**src/rtl/dct_pkg.sv**
```systemverilog
// dct_pkg: shared constants and stored-word type for the 4-point DCT output path.
package dct_pkg;
  localparam int DCT_N = 4;
  localparam int COEF_W = 16;
  localparam int DEF_FRAC_BITS = 4;
  localparam int DEF_OUT_W = 12;
  typedef struct packed {
    logic sat;
    logic signed [DEF_OUT_W-1:0] data;
  } coef_word_t;
endpackage

```
**src/rtl/dct_round_sat.sv**
```systemverilog
// dct_round_sat: round a signed fixed-point coefficient to integer (half toward +inf) and saturate.
module dct_round_sat #(
  parameter int DATA_W = 16,
  parameter int FRAC_BITS = 4,
  parameter int OUT_W = 12
) (
  input  logic signed [DATA_W-1:0] x,
  output logic signed [OUT_W-1:0]  y,
  output logic                     sat
);
  localparam logic signed [DATA_W:0] HALF = (DATA_W+1)'(1 << (FRAC_BITS-1));
  localparam logic signed [DATA_W:0] MAX = (DATA_W+1)'((1 << (OUT_W-1)) - 1);
  localparam logic signed [DATA_W:0] MIN = (DATA_W+1)'(-(1 << (OUT_W-1)));
  logic signed [DATA_W:0] t, s;
  logic hi, lo;
  // One guard bit keeps the rounding offset from overflowing near +full-scale
  assign t = {x[DATA_W-1], x} + HALF;
  assign s = t >>> FRAC_BITS;
  assign hi = s > MAX;
  assign lo = s < MIN;
  assign sat = hi || lo;
  assign y = hi ? MAX[OUT_W-1:0] : lo ? MIN[OUT_W-1:0] : s[OUT_W-1:0];
endmodule

```
**src/rtl/dct4_coef_serializer.sv**
```systemverilog
// dct4_coef_serializer: rescales 4-coefficient DCT blocks, ping-pong buffers two of them,
// and streams the coefficients out one per handshake in index order.
module dct4_coef_serializer
  import dct_pkg::*;
#(
  parameter int DATA_W = COEF_W,
  parameter int FRAC_BITS = DEF_FRAC_BITS,
  parameter int OUT_W = DEF_OUT_W
) (
  input  logic                     i_clk,
  input  logic                     i_clr_n,
  input  logic                     i_valid,
  output logic                     o_ready,
  input  logic signed [DATA_W-1:0] i_data0,
  input  logic signed [DATA_W-1:0] i_data1,
  input  logic signed [DATA_W-1:0] i_data2,
  input  logic signed [DATA_W-1:0] i_data3,
  output logic                     o_valid,
  input  logic                     i_ready,
  output logic signed [OUT_W-1:0]  o_data,
  output logic [1:0]               o_index,
  output logic                     o_last,
  output logic                     o_sat
);
  logic [1:0] count, idx;
  logic wr_ptr, rd_ptr;
  logic accept, xfer, release_blk;
  logic signed [DATA_W-1:0] din [DCT_N];
  logic signed [OUT_W-1:0] y_in [DCT_N];
  logic sat_in [DCT_N];
  coef_word_t mem [2][DCT_N];
  coef_word_t cur;
  always_comb begin
    din[0] = i_data0;
    din[1] = i_data1;
    din[2] = i_data2;
    din[3] = i_data3;
  end
  for (genvar g = 0; g < DCT_N; g++) begin : g_rs
    dct_round_sat #(.DATA_W(DATA_W), .FRAC_BITS(FRAC_BITS), .OUT_W(OUT_W)) u_rs (
      .x(din[g]),
      .y(y_in[g]),
      .sat(sat_in[g])
    );
  end
  // Handshake flags come from registered count only, so no input-to-output paths
  assign o_ready = count != 2'd2;
  assign o_valid = count != 2'd0;
  assign accept = i_valid && o_ready;
  assign xfer = o_valid && i_ready;
  assign release_blk = xfer && idx == 2'd3;
  assign cur = mem[rd_ptr][idx];
  // The store has no reset; masking with o_valid keeps idle outputs at zero
  assign o_data = o_valid ? cur.data : '0;
  assign o_sat = o_valid && cur.sat;
  assign o_index = idx;
  assign o_last = o_valid && idx == 2'd3;
  always_ff @(posedge i_clk or negedge i_clr_n) begin
    if (!i_clr_n) begin
      count <= 2'd0;
      wr_ptr <= 1'b0;
      rd_ptr <= 1'b0;
      idx <= 2'd0;
    end else begin
      count <= count + {1'b0, accept} - {1'b0, release_blk};
      wr_ptr <= wr_ptr ^ accept;
      rd_ptr <= rd_ptr ^ release_blk;
      if (xfer) idx <= idx + 2'd1;
    end
  end
  always_ff @(posedge i_clk) begin
    if (accept) for (int k = 0; k < DCT_N; k++) mem[wr_ptr][k] <= '{sat: sat_in[k], data: y_in[k]};
  end
endmodule

```
**config.mk**
```make
export PLATFORM = sky130hd
export DESIGN_NAME = dct4_coef_serializer
export DESIGN_NICKNAME = d
export VERILOG_FILES = /design/src/rtl/dct_pkg.sv /design/src/rtl/dct_round_sat.sv /design/src/rtl/dct4_coef_serializer.sv
export SDC_FILE = /design/constraint.sdc
export NUM_CORES = 1
export LEC_CHECK = 0
export CAP_MARGIN = 0
export CELL_PAD_IN_SITES_DETAIL_PLACEMENT = 0
export CELL_PAD_IN_SITES_GLOBAL_PLACEMENT = 2
export CORE_ASPECT_RATIO = 2
export CORE_UTILIZATION = 47
export DETAILED_ROUTE_END_ITERATION = 6
export DONT_BUFFER_PORTS = 1
export HOLD_SLACK_MARGIN = 0.12
export PLACE_DENSITY_LB_ADDON = 0.1
export SLEW_MARGIN = 20
export SYNTH_ARGS = -nofsm -noshare
export SYNTH_HDL_FRONTEND = slang
export SYNTH_SLANG_ARGS = --single-unit
```
**constraint.sdc**
```tcl
create_clock -name i_clk -period 5.18 [get_ports i_clk]
set_input_delay 0.518 -clock i_clk [delete_from_list [all_inputs] [get_ports i_clk]]
set_output_delay 0.518 -clock i_clk [all_outputs]
set_load 0.01 [all_outputs]
```
# Word level (Yosys, flattened, before mapping)
# Memories as Yosys holds them, arrays and structs flattened.
# Cells that the tools add are included.
[op_classes]
reduce_logical = 10
n_mux = 14
bitwise_logic = 3
order_cmp = 9
n_eq_ne = 2
n_addsub = 7
[ops]
columns = ["operator", "count"]
rows = [
  ["$mux W12", 9],
  ["$add A16 B5 Y17 const B", 4],
  ["$gt A13 B12 Y1 const B", 4],
  ["$lt A13 B12 Y1 const B", 4],
  ["$bmux W13 S2", 1],
  ["$mux W13", 2],
  ["$logic_and A1 B1 Y1", 5],
  ["$logic_or A1 B1 Y1", 4],
  ["$ge A3 B3 Y1 const B", 1],
  ["$not A2 Y3", 1],
  ["$add A2 B1 Y2", 1],
  ["$add A2 B1 Y2 const B", 1],
  ["$eq A2 B2 Y1 const B", 1],
  ["$mux W1", 2],
  ["$ne A2 B2 Y1 const B", 1],
  ["$reduce_bool A2 Y1", 1],
  ["$sub A2 B1 Y2", 1],
  ["$xor A1 B1 Y1", 2],
]
[word_totals]
inputBits = 68
ram_bits = 104
word_cells = 50
n_memories = 1
out_inout_bits = 18
reg_bits = 6
[memory_table]
columns = ["name", "depth", "word_bits", "rd", "rd_clocked_by_memory_dff", "write_ports", "line", "source"]
rows = [
  ["mem", 2, 52, 1, 0, 1, "dct4_coef_serializer.sv:31", "coef_word_t mem [2][DCT_N];"],
]

# Depth between registers and ports, before layout
[depth]
ltp_word = 5
mapped_depth = 8
ltp_nobuf = 8

# Hierarchy
# From an unflattened synthesis, not the netlist that was laid out.
[hier_totals]
hier_cells = 485
hier_area_um2 = 5939.4
[modules_own_cells]
columns = ["mod", "seq_area_each_um2", "cells_each", "instances", "area_each_um2"]
rows = [
  ["dct4_coef_serializer", 3273.1, 258, 1, 4408.0],
  ["dct_round_sat (g_rs[0].u_rs ...)", 0.0, 54, 3, 366.6],
  ["dct_round_sat (g_rs[1].u_rs)", 0.0, 65, 1, 431.7],
]

# Worst setup path after synthesis
# OpenSTA, ideal clock, no wires.
[synth_path]
path_type = "register to register"
from = "register count[1]"
to = "memory mem[1][0] in the netlist's numbering (enable)"
arrival_ps = 1961
n_path_buf = 0
setup_slack_ps = 2804
path_stages_with_launch = 5
t_required_ps = 4765
cell_sequence = "dfrtp_1 -> nand2b_1 -> nand2_1 -> inv_1 -> ha_1"
[synth_between]
elab_chain_len = 4
[synth_lines]
columns = ["element", "line", "source"]
rows = [
  ["start, declared", "dct4_coef_serializer.sv:25", "logic [1:0] count, idx;"],
  ["start signal, assigned", "dct4_coef_serializer.sv:65", "count <= count + {1'b0, accept} - {1'b0, release_blk};"],
  ["$ne A2 B2 Y1", "dct4_coef_serializer.sv:47", "assign o_ready = count != 2'd2;"],
  ["via o_ready", "dct4_coef_serializer.sv:13", "output logic o_ready,"],
  ["$logic_and A1 B1 Y1", "dct4_coef_serializer.sv:49", "assign accept = i_valid && o_ready;"],
  ["$mux W1", "dct4_coef_serializer.sv:72", "if (accept) for (int k = 0; k < DCT_N; k++) mem[wr_ptr][k] <= '{sat: sat_in[k], data: y_in[k]};"],
  ["$mux W1 (implied by the code)", "dct4_coef_serializer.sv:72", ""],
  ["end, declared", "dct4_coef_serializer.sv:31", ""],
]
# The timed path passes the listed nets, and every way through them passes these cells.

# Worst setup path in the final report
[layout_path]
from = "register rd_ptr"
to = "output o_data[1]"
[layout_between]
elab_chain_len = 5
[layout_lines]
columns = ["element", "line", "source"]
rows = [
  ["start, declared", "dct4_coef_serializer.sv:26", "logic wr_ptr, rd_ptr;"],
  ["start signal, assigned", "dct4_coef_serializer.sv:67", "rd_ptr <= rd_ptr ^ release_blk;"],
  ["$mem_v2 Z2 W52", "--", ""],
  ["$bmux W13 S2", "dct4_coef_serializer.sv:52", "assign cur = mem[rd_ptr][idx];"],
  ["$mux W13 (implied by the code) (2 in a row)", "dct4_coef_serializer.sv:52", ""],
  ["$mux W12", "dct4_coef_serializer.sv:54", "assign o_data = o_valid ? cur.data : '0;"],
  ["end, declared", "dct4_coef_serializer.sv:20", "output logic signed [OUT_W-1:0] o_data,"],
]
# Every way passes these cells. The select of a mux whose other input is x is not followed.

==> results_dict.tcl <==
set metrics [dict create \
    post_cts_buffers 0 \
    fillers 1031 \
    cp_top_family "multiplexers" \
    cts_tree "done" \
    synth_edf_count 104 \
    worst_pin_slew_ns 0.946 \
    worst_slack_ns 2.63 \
    yosysWarnings 0 \
    seq_area_frac_synth 0.569 \
    crit_buf_inv 1 \
    crit_path_end_kind "output pin" \
    period_minus_slack_ns 2.55 \
    slew-limit-headroom 0.363 \
    synthMostInstantiatedCell "edfxtp_1" \
    insertion_delay_ns 0.34 \
    grt_max_degree 53 \
    crit_required_ns 4.66 \
    num_rows 56 \
    synth_area_um2 5750 \
    drc 0 \
    p_per_area_nw_per_um2 465 \
    path_clk_slew_ns 0.08 \
    synth_fa_ha_area_frac 0.0196 \
    critPathArrivalTime_ns 2.04 \
    drt-total-wl_mm 12.2 \
    die_w_um 80.2 \
    peakVddDrop_v 0.000355 \
    synth-xor-area-share 0.0381 \
    fin_area_um2 6160 \
    postRouteAntennaNets 0 \
    htree_levels 3 \
    crit_path_cell_trace "buf_4 -> mux4_2 -> mux2i_1 -> nor2_1" \
    post-synth-top-area-fraction 0.543 \
    fin_skew_ns 0.00727 \
    cap_viol_max_count 0 \
    cts_buffers 9 \
    drtIter0Drc 192 \
    avgSynthCellArea_um2 13.2 \
    diodes 0 \
    start_util 0.485 \
    portBuffers 0 \
    finalHoldViolations 0 \
    tns_ns 0 \
    grt_first_pass_wirelength_mm 18.4 \
    synthTopCellsByCount "104 x edfxtp_1, 37 x nand2_1, 31 x nor2_1" \
    syn_inst 435 \
    synth-compound-area-share 0.0690 \
    yosys.area_share.simple 0.141 \
    ff_latch_area_um2 3270 \
    fin_nets 509 \
    synth-main-ff-cell "edfxtp_1" \
    clockBufferDepth 2 \
    avgViaCountPerCell 5.95 \
    synth_mux_area_frac 0.136 \
    p_switching_mw 0.917 \
    cell_internal_pwr_mw 1.95 \
    place_area_um2 5860 \
    setup_viol 0 \
    first_pass_iters 4 \
    die_area_um2 12700 \
    layout-drive-gt1-share 0.140 \
    gr-total-overflow 0 \
    place.gp.congestion 0.812 \
    wl_per_cell_um 21.0 \
    cts-root-buf "clkbuf_16" \
    synth_top_family_by_area "simple AND/OR/NAND/NOR gates" \
    outcome "complete, no violations" \
    cp_slowest_stage_delay_ns 0.59 \
    power.share.clock 0.231 \
    track_usage 0.206 \
    core_region_area_um2 11800 \
    synth_cell_types 48 \
    vias 3460 \
    rsz0062_at_grt "false" \
    hold_path_class "in -> reg" \
    synth-async-reset-ratio 0.0545 \
    max_freq_ghz 0.392 \
    hpwl_mm 9.48 \
    start_kind "flip-flop" \
    critPathMaxFanout 27 \
    pwr-share-seq 0.455 \
    first_global_vias 3533 \
    crit_type "reg -> out" \
    crit_path_top_delay_cell "mux4_2" \
    post-route-period-util 0.493 \
    antenna_found_initial 0 \
    syn_to_final_growth_pct 7.25 \
    slew_violations 0 \
    synth_top_cell_by_area "edfxtp_1" \
    synth_fp_nets 512 \
    cts.sinks 110 \
    p_leak_nw 2.10 \
    multi_input_area_um2 2320 \
    ys_top_cells_by_area "edfxtp_1 54%, mux4_2 10%, mux2i_1 2.8%" \
    ys_ff_latch 110 \
    dieHeight_um 158 \
    p_sw_frac 0.320 \
    io_pins 86 \
    dp_slack_ns 2.43 \
    combPwrFrac 0.313 \
]
## layer usage
layer  up-vias  wire length [um]  GRT usage
li1       1677                 -          -
met1      1678              3920      0.180
met2        79              7280      0.416
met3        26               409     0.0378
met4         0               617      0.114
met5         -                 0          0
## cell type report
type                       instances  share of cell area
inverter                          13             0.00792
timing repair buffer               5             0.00649
clock inverter                     7              0.0116
multi-input combinational        293               0.377
sequential                       110               0.531
clock buffer                       9              0.0365
tap                              145              0.0294
## per-stage QoR
step / hold slack, ns / instances / power, mW / util
after floorplan: 0.222 / 435 / 2.06 / -
after global placement: 0.223 / 565 / 2.23 / 0.495
after detailed placement: 0.223 / 565 / 2.26 / 0.495
after CTS: 0.351 / 582 / 2.92 / 0.520
after global routing: 0.377 / 582 / 3.03 / 0.521
final: 0.358 / 582 / 2.87 / 0.521
## placed cells by master, fill, tap and decap left out, types with 2 or more instances in the layout
cell type  instances
a21oi_1           11
a31oi_1            5
ha_2               2
nand3_1           20
nand2_1           37
xnor2_1           16
and3_1            11
nand4_2            2
or3_1              4
mux2_2             3
inv_8              4
nand4_1            9
dfrtp_1            6
edfxtp_1         104
and2_1             5
nor4_4             2
o21ai_0           21
and4_1             3
nor2_1            30
xor2_1             9
inv_1             13
nand2b_1           7
clkinv_4           2
a211o_1            4
o211ai_1           7
mux2i_1           16
nor4_1             2
a41oi_1            2
o31a_1             2
mux4_2            26
clkbuf_16          9
ha_1               7
nor3_1            14
buf_4              4
## power groups by stage
stage	combinational (mW)	clock, mW	sequential (mW)
4_1_cts	0.929	0.678	1.31
2_1_floorplan	0.765	0	1.29
6_report	0.899	0.663	1.31
5_1_grt	0.997	0.709	1.33
3_3_place_gp	0.915	0	1.32
3_5_place_dp	0.928	0	1.33
## worst paths after layout
| check | from | endpoint | slack [ns] | cells past startpoint |
|---|---|---|---|---|
| hold / removal | i_ready | o_index[0] | 0.36 | 2 |
| setup / recovery | rd_ptr | o_data[1] | 2.63 | 4 |
| max in group asynchronous | i_clr_n | wr_ptr | 4.51 | 1 |
| min in group asynchronous | i_clr_n | count[0] | 0.47 | 1 |
| setup reg to reg | count[1] | count[1] | 2.84 | 8 |
| hold reg to reg | count[1] | count[1] | 0.52 | 1 |
## cells by family after synthesis
family	Yosys count
AO/OA/AOI/OAI	62
XOR/XNOR	25
adder cells (fa/ha/maj)	9
buffers and inverters	32
flip-flops	110
multiplexers	45
AND/OR/NAND/NOR	152
## sequential cells by signal, indices dropped and copies added, names as in the netlist
register and count:
mem 104, count 2, o_index 2, rd_ptr 1, wr_ptr 1
## worst register-to-register path, delay by kind of cell (launching register included)
| kind | cells | cell delay [ns] |
|---|---|---|
| and+or+nand+nor | 2 | 0.81 |
| adders and majority gates | 2 | 0.46 |
| buffers and inverters | 2 | 0.28 |
| DFF | 1 | 0.41 |
| xor gates and xnor gates | 2 | 0.30 |
## timing repair
item / CTS / global route
gates resized for setup: 0 / 0
endpoints found under the hold margin: 6 / 0
hold buffers: 1 / 0
(Power assumes the default switching activity.)
